==> src/rtl/memory_arbiter_pkg.sv <==
// Shared types and constants for memory_arbiter and its port-select helper.
// Holds the FSM state enum, port ids, write-section bit positions and the default memory size.
package memory_arbiter_pkg;

  localparam int unsigned DEFAULT_MEMORY_SIZE = 32'h1000;

  localparam int SEC_BYTE0 = 0;
  localparam int SEC_BYTE1 = 1;
  localparam int SEC_UPPER = 2;

  typedef enum logic [1:0] {
    S_IDLE,
    S_ACCESS,
    S_CAPTURE,
    S_RESPOND
  } state_e;

  typedef enum logic {
    PORT_FETCH,
    PORT_DATA
  } port_e;

  // The upper section covers bytes 2 and 3 together (halfword/word stores).
  function automatic logic [3:0] sections_to_strobes(input logic [2:0] sections);
    return {sections[SEC_UPPER], sections[SEC_UPPER], sections[SEC_BYTE1], sections[SEC_BYTE0]};
  endfunction

endpackage

==> src/rtl/memory_arbiter_select.sv <==
// arbiter_select: combinational choice between the fetch and data requesters.
// ARBITER_ROUND_ROBIN_EN: ties go to the port not granted last; otherwise data always wins.
module arbiter_select
  import memory_arbiter_pkg::*;
(
  input  logic  fetch_request_i,
  input  logic  data_request_i,
`ifdef ARBITER_ROUND_ROBIN_EN
  input  port_e last_grant_i,
`endif
  output logic  grant_valid_o,
  output port_e grant_port_o
);

  always_comb begin
    grant_valid_o = fetch_request_i | data_request_i;
    grant_port_o  = PORT_DATA;
`ifdef ARBITER_ROUND_ROBIN_EN
    if (fetch_request_i && data_request_i) begin
      grant_port_o = (last_grant_i == PORT_DATA) ? PORT_FETCH : PORT_DATA;
    end else if (fetch_request_i) begin
      grant_port_o = PORT_FETCH;
    end
`else
    if (fetch_request_i && !data_request_i) begin
      grant_port_o = PORT_FETCH;
    end
`endif
  end

endmodule

==> src/rtl/memory_arbiter.sv <==
// memory_arbiter: shares one single-port word memory between instruction fetch and load/store.
// Define ARBITER_ROUND_ROBIN_EN for round-robin tie breaking instead of data-over-fetch priority.
module memory_arbiter
  import memory_arbiter_pkg::*;
#(
  parameter int unsigned MEMORY_SIZE = DEFAULT_MEMORY_SIZE
) (
  input  logic                              clock,
  input  logic                              reset,
  input  logic                              fetch_request,
  input  logic [31:0]                       fetch_address,
  output logic                              fetch_ready,
  output logic                              fetch_valid,
  output logic [31:0]                       fetch_data,
  output logic                              fetch_fault,
  input  logic                              data_request,
  input  logic [31:0]                       data_address,
  input  logic [2:0]                        data_write_sections,
  input  logic [31:0]                       data_write_value,
  output logic                              data_ready,
  output logic                              data_valid,
  output logic [31:0]                       data_read_value,
  output logic                              data_fault,
  output logic [$clog2(MEMORY_SIZE)-3:0]    mem_address,
  output logic [3:0]                        mem_write_enable,
  output logic [31:0]                       mem_write_data,
  input  logic [31:0]                       mem_read_data
);

  localparam int AW = $clog2(MEMORY_SIZE) - 2;

  state_e        state_q;
  port_e         port_q;
  logic [AW-1:0] addr_q;
  logic [3:0]    we_q;
  logic [31:0]   wdata_q;
  logic [31:0]   rdata_q;
  logic          fault_q;

  logic          grant_valid;
  port_e         grant_port;
  logic          accept;
  logic [31:0]   sel_addr;
  logic [3:0]    sel_we;
  logic          sel_fault;

`ifdef ARBITER_ROUND_ROBIN_EN
  port_e last_grant_q;

  always_ff @(posedge clock or posedge reset) begin
    if (reset) begin
      last_grant_q <= PORT_DATA;
    end else if (accept) begin
      last_grant_q <= grant_port;
    end
  end
`endif

  arbiter_select u_select (
    .fetch_request_i (fetch_request),
    .data_request_i  (data_request),
`ifdef ARBITER_ROUND_ROBIN_EN
    .last_grant_i    (last_grant_q),
`endif
    .grant_valid_o   (grant_valid),
    .grant_port_o    (grant_port)
  );

  always_comb begin
    sel_addr  = (grant_port == PORT_DATA) ? data_address : fetch_address;
    sel_we    = (grant_port == PORT_DATA) ? sections_to_strobes(data_write_sections) : 4'b0000;
    sel_fault = (sel_addr[1:0] != 2'b00) || (sel_addr >= MEMORY_SIZE);
    accept    = (state_q == S_IDLE) && grant_valid;
  end

  // A faulted access skips ACCESS entirely, so its strobes never reach the memory.
  always_ff @(posedge clock or posedge reset) begin
    if (reset) begin
      state_q <= S_IDLE;
      port_q  <= PORT_FETCH;
      addr_q  <= '0;
      we_q    <= '0;
      wdata_q <= '0;
      rdata_q <= '0;
      fault_q <= 1'b0;
    end else begin
      case (state_q)
        S_IDLE: begin
          if (grant_valid) begin
            port_q  <= grant_port;
            addr_q  <= sel_addr[AW+1:2];
            we_q    <= sel_fault ? 4'b0000 : sel_we;
            wdata_q <= (grant_port == PORT_DATA && !sel_fault) ? data_write_value : '0;
            rdata_q <= '0;
            fault_q <= sel_fault;
            state_q <= sel_fault ? S_RESPOND : S_ACCESS;
          end
        end
        S_ACCESS:  state_q <= (we_q != 4'b0000) ? S_RESPOND : S_CAPTURE;
        S_CAPTURE: begin
          rdata_q <= mem_read_data;
          state_q <= S_RESPOND;
        end
        S_RESPOND: state_q <= S_IDLE;
      endcase
    end
  end

  // Strobes decode from state alone, so an asynchronous reset removes them at once.
  always_comb begin
    fetch_ready      = accept && (grant_port == PORT_FETCH);
    data_ready       = accept && (grant_port == PORT_DATA);
    fetch_valid      = (state_q == S_RESPOND) && (port_q == PORT_FETCH);
    data_valid       = (state_q == S_RESPOND) && (port_q == PORT_DATA);
    fetch_data       = fetch_valid ? rdata_q : '0;
    fetch_fault      = fetch_valid && fault_q;
    data_read_value  = data_valid ? rdata_q : '0;
    data_fault       = data_valid && fault_q;
    mem_address      = addr_q;
    mem_write_enable = (state_q == S_ACCESS) ? we_q : 4'b0000;
    mem_write_data   = wdata_q;
  end

endmodule
==> config.mk <==
export PLATFORM = sky130hd
export DESIGN_NAME = memory_arbiter
export DESIGN_NICKNAME = d
export VERILOG_FILES = /design/src/rtl/memory_arbiter_pkg.sv /design/src/rtl/memory_arbiter_select.sv /design/src/rtl/memory_arbiter.sv
export SDC_FILE = /design/constraint.sdc
export NUM_CORES = 1
export LEC_CHECK = 0
export ABC_AREA = 1
export ABC_CLOCK_PERIOD_IN_PS = 4100
export CAP_MARGIN = 20
export CORE_MARGIN = 2
export CORE_UTILIZATION = 37
export DETAILED_ROUTE_END_ITERATION = 8
export PLACE_DENSITY = 0.83
export SYNTH_ARGS = -nofsm -noshare
export SYNTH_HDL_FRONTEND = slang
export SYNTH_SLANG_ARGS = --single-unit
==> constraint.sdc <==
create_clock -name clock -period 4.1 [get_ports clock]
set_input_delay 1.23 -clock clock [delete_from_list [all_inputs] [get_ports clock]]
set_output_delay 1.23 -clock clock [all_outputs]
set_load 0.02 [all_outputs]
# Word-level counts from Yosys, hierarchy flattened

Cells that the tools add are included.

$add $sub $neg: 0
Multiply operators: 0
Div/mod/pow operators: 0
$lt $le $gt $ge: 1
Eq/ne operators: 4
Shift-type cells: 0
Multiplexer cells: 14
Bitwise gates (word level): 2
Reduce and logical (&&, ||, !) cells: 18

Operators by type and width:

| operator             | number |
|---|---|
| $mux 32              | 5 |
| $pmux 32 s2          | 1 |
| $ge 32x13->1 const B | 1 |
| $mux 4               | 3 |
| $logic_and 1x1->1    | 9 |
| $pmux 2 s4           | 1 |
| $eq 2x2->1 const B   | 2 |
| $mux 2               | 2 |
| $reduce_and 2->1     | 2 |
| $reduce_bool 2->1    | 2 |
| $reduce_bool 4->1    | 1 |
| $eq 2x1->1 const B   | 1 |
| $logic_not 1->1      | 2 |
| $logic_not 2->1      | 1 |
| $mux 1               | 2 |
| $ne 2x2->1 const B   | 1 |
| $logic_or 1x1->1     | 1 |
| $not 1->1            | 1 |
| $or 1x1->1           | 1 |

Register bits after elaboration: 82
Latch bits: 0
Memory bits (writable): 0
Bits in read-only memories: 0
Logic and storage cells: 46
Memories kept: 0

# Logic depth before layout (Yosys ltp)

Word-level depth: 8
Gate-level depth with buffers: 11

# Hierarchy

From an unflattened synthesis, not the netlist that was laid out.

Cells, all modules: 520
Area total of the unflattened synthesis: 4005.1 sq um

Modules (own cells, without submodules):

| module         | times used | cells an instance | area each (sq um) | seq. area each (sq um) |
|---|---|---|---|---|
| memory_arbiter | 1          | 516               | 3990.1            | 2026.9 |
| arbiter_select | 1          | 4                 | 15.0              | 0.0 |

# Worst setup path before layout

No wires, ideal clock.

Kind: input-to-output
Start point: input fetch_request
End point: output data_ready
Arrival: 2006 ps
Setup slack: 864 ps
Cell stages on the path: 5
Cell sequence: inv_2 a21oi_2 inv_2 nor2_4 buf_2

Longest elaborated chain between the ends: 3

Ends and longest elaborated chain:

| what                                                   | line                                                     | text |
|---|---|---|
| start, declared                                        | memory_arbiter.sv:10                                     | `input logic fetch_request,` |
| $or 1x1->1 / $logic_and 1x1->1 (equally long branches) | memory_arbiter_select.sv:16, memory_arbiter_select.sv:25 |  |
| $logic_and 1x1->1 / $mux 1 (equally long branches)     | memory_arbiter.sv:73, memory_arbiter_select.sv:25        |  |
| $logic_and 1x1->1 *                                    | memory_arbiter.sv:112                                    | `data_ready = accept && (grant_port == PORT_DATA);` |
| end, declared                                          | memory_arbiter.sv:20                                     | `output logic data_ready,` |

Mark *: on every way between the ends. The rest lies on a longest branch, timed or not.

# Worst setup path in the final report

Same ends and word-level chain as after synthesis.

==> impl_metrics.toml <==
[run_status]
outcome = "completed"

[floorplanning]
die_y_um = 107
initial_core_util_pct = 38.2
die_w_um = 107
rows = 37
pin_count = 251
dieArea_um2 = 11500
core_area_um2 = 10300

[final_layout]
fillerInstances = 855
final_nets = 902
fin_cells = 904
layout-drive-gt1-share_pct = 5.21
area_growth_pct = 74.3
multi_input_area_um2 = 1580
register_area_um2 = 2030
n_antenna_cell = 0

[logic_synthesis]
synth_commonest_cells = "nand2_1, nor2_1, dfrtp_1"
ys_ff_latch = 81
synth_area_leaders = "dfrtp_1, nand2_1, nor2_1"
synth_nets = 657
ys_seq_area_share_pct = 51.5
synth_ff_type = "dfrtp_1"
async_flop_share_pct = 100
syn_area_um2 = 3940
synth_top_area_share_pct = 51.5
yosys_warnings = 0
synth_cell_type_count = 24
yosysMostFrequentCell = "nand2_1"
syn-mean-instance-area_um2 = 7.60
synth-edff-count = 0
yosysTopAreaCell = "dfrtp_1"
synthCells = 518

[clocking]
ctsHoldBuffers = 0
cts_buffer_depth = 2
ctsResizeCount = 0
cts.htree.levels = 3
clockRootBuffer = "clkbuf_8"
clk_pin_slew_ns = 0.09
cts_tree = "built"
numClockSinks = 81
numCtsBuffers = 9
postCtsSetupRepairBufs = 0
clkLatencyLatePin_ns = 0.35

[timing]
setup-violations-final = 0
rsz0062_at_grt = "no"
timing.slew.headroom_pct = 35.0
tightest_slew_ns = 0.974
post-route-period-util_pct = 98.0
fmax_ghz = 0.249
period_minus_slack_ns = 4.02
hold_viol_final = 0
tns_ns = 0
slew_violations = 0
fin_ws_ns = 0.0803
fin_skew_ns = 0.00742
fin_hold_ws_ns = 0.484

[min_path]
hold_class = "flip-flop to flip-flop"

[critical_path]
arrival_ns = 2.79
critPathSlowestCell = "clkdlybuf4s50_1"
cp.required_ns = 2.87
worstSetupStartpointType = "input port"
slowest_delay_ns = 0.66
worstPathCellList = "clkdlybuf4s50_1 -> inv_2 -> a21oi_2 -> inv_2 -> nor2_4 -> clkdlybuf4s50_1"
worst-path-max-fanout = 2
endpoint_kind = "primary output"
crit_type = "input port to primary output"

[pwr]
irDropWorstVdd_mv = 0.242
cellPowerDensity_nw_per_um2 = 490
power.total_mw = 3.36
leakage_nw = 3.12

[routing]
vias_per_cell = 4.76
wl_per_cell_um = 14.2
wirelength_um = 12900
first_iter_violations = 240
drt_pass1_iterations = 4
routed-via-count = 4304
drc = 0
antenna_left = 0

[grt]
grt_pass1_vias = 4276
antenna_found_initial = 0
grt_max_degree = 45
overflow = 0
grtUsageTotal_pct = 22.6
grt_pass1_wl_um = 20600

[place]
gp_congestion = 0.815
pre_cts_ws_ns = 0.0703
dpl.hpwl_um = 9880
portBuffers = 250
dp_cells = 887

[flow_run]
cap_violations = 0
[power breakdown]
group,internal [mW],total [mW],switching (mW)
Sequential,0.997,1.07,0.0714
Clock,0.467,0.762,0.295
Combinational,0.616,1.53,0.917
[worst paths after layout]
kind                                                        to                           start  slack [ns]  depth (start not counted)
worst min register to register  mem_write_data[11]$_DFFE_PP0P_  mem_write_data[11]$_DFFE_PP0P_        0.48                          2
worst max register to register          state_q[1]$_DFFE_PP0P_          state_q[0]$_DFFE_PP0P_        1.68                          8
worst max-delay path                                data_ready                   fetch_request        0.08                          6
min in group asynchronous        mem_write_data[8]$_DFFE_PP0P_                           reset        1.27                          2
max in group asynchronous       mem_write_data[24]$_DFFE_PP0P_                           reset        2.17                          3
worst min-delay path            mem_write_data[11]$_DFFE_PP0P_  mem_write_data[11]$_DFFE_PP0P_        0.48                          2
[cells by family (layout without fill, tap and decap cells)]
kind of cell / count (synthesis) / in the layout / share of synthesized area [%]
and+or+nand+nor: 302 / 302 / 31.8
buffers and inverters: 82 / 332 / 8.58
adders and majority gates: 4 / 4 / 1.27
DFF: 81 / 81 / 51.5
AOI/OAI and AO/OA: 49 / 49 / 6.86
[through the flow]
stage / utilization, % / area, µm²
6_report: 66.5 / 6860
5_1_grt: 66.5 / 6860
4_1_cts: 66.3 / 6850
3_5_place_dp: 63.8 / 6580
3_3_place_gp: 63.8 / 6580
2_1_floorplan: - / 3940
[cell usage in the layout (no fill, tap or decap), drive strengths merged]
master,instances
and2,2
a21oi,2
ha,4
nor3,1
nand3,71
clkdlybuf4s50,250
nand2,120
o21ai,34
a31oi,10
a22oi,1
dfrtp,81
o21bai,1
clkinv,4
buf,14
bufinv,4
o311ai,1
clkbuf,9
inv,51
nor2,108
[layout make-up]
type                            instances  area share [%]
Timing Repair Buffer                  264            38.3
Clock buffer                            9            1.80
Tap cell                              136            2.48
Clock inverter                          7            2.08
Inverter                               52            2.86
Sequential cell                        81            29.5
Multi-Input combinational cell        355            23.0
[per-layer routing]
layer  global-route usage [%]  wire length [µm]
met1                     27.0              5050
met2                     40.7              6690
met3                     4.44               897
met4                     7.42               233
met5                        0                 0
[worst max-delay path, delay by kind of cell]
kind / cells / cell delay, ns
compound gates: 1 / 0.16
simple gates: 1 / 0.10
buf+inv: 4 / 1.29
[sequential cells by signal (all words and copies together) (netlist names)]
name            cells
mem_address        10
port_q              1
we_q                3
state_q             2
fault_q             1
mem_write_data     32
rdata_q            32
(Power assumes the default switching activity.)
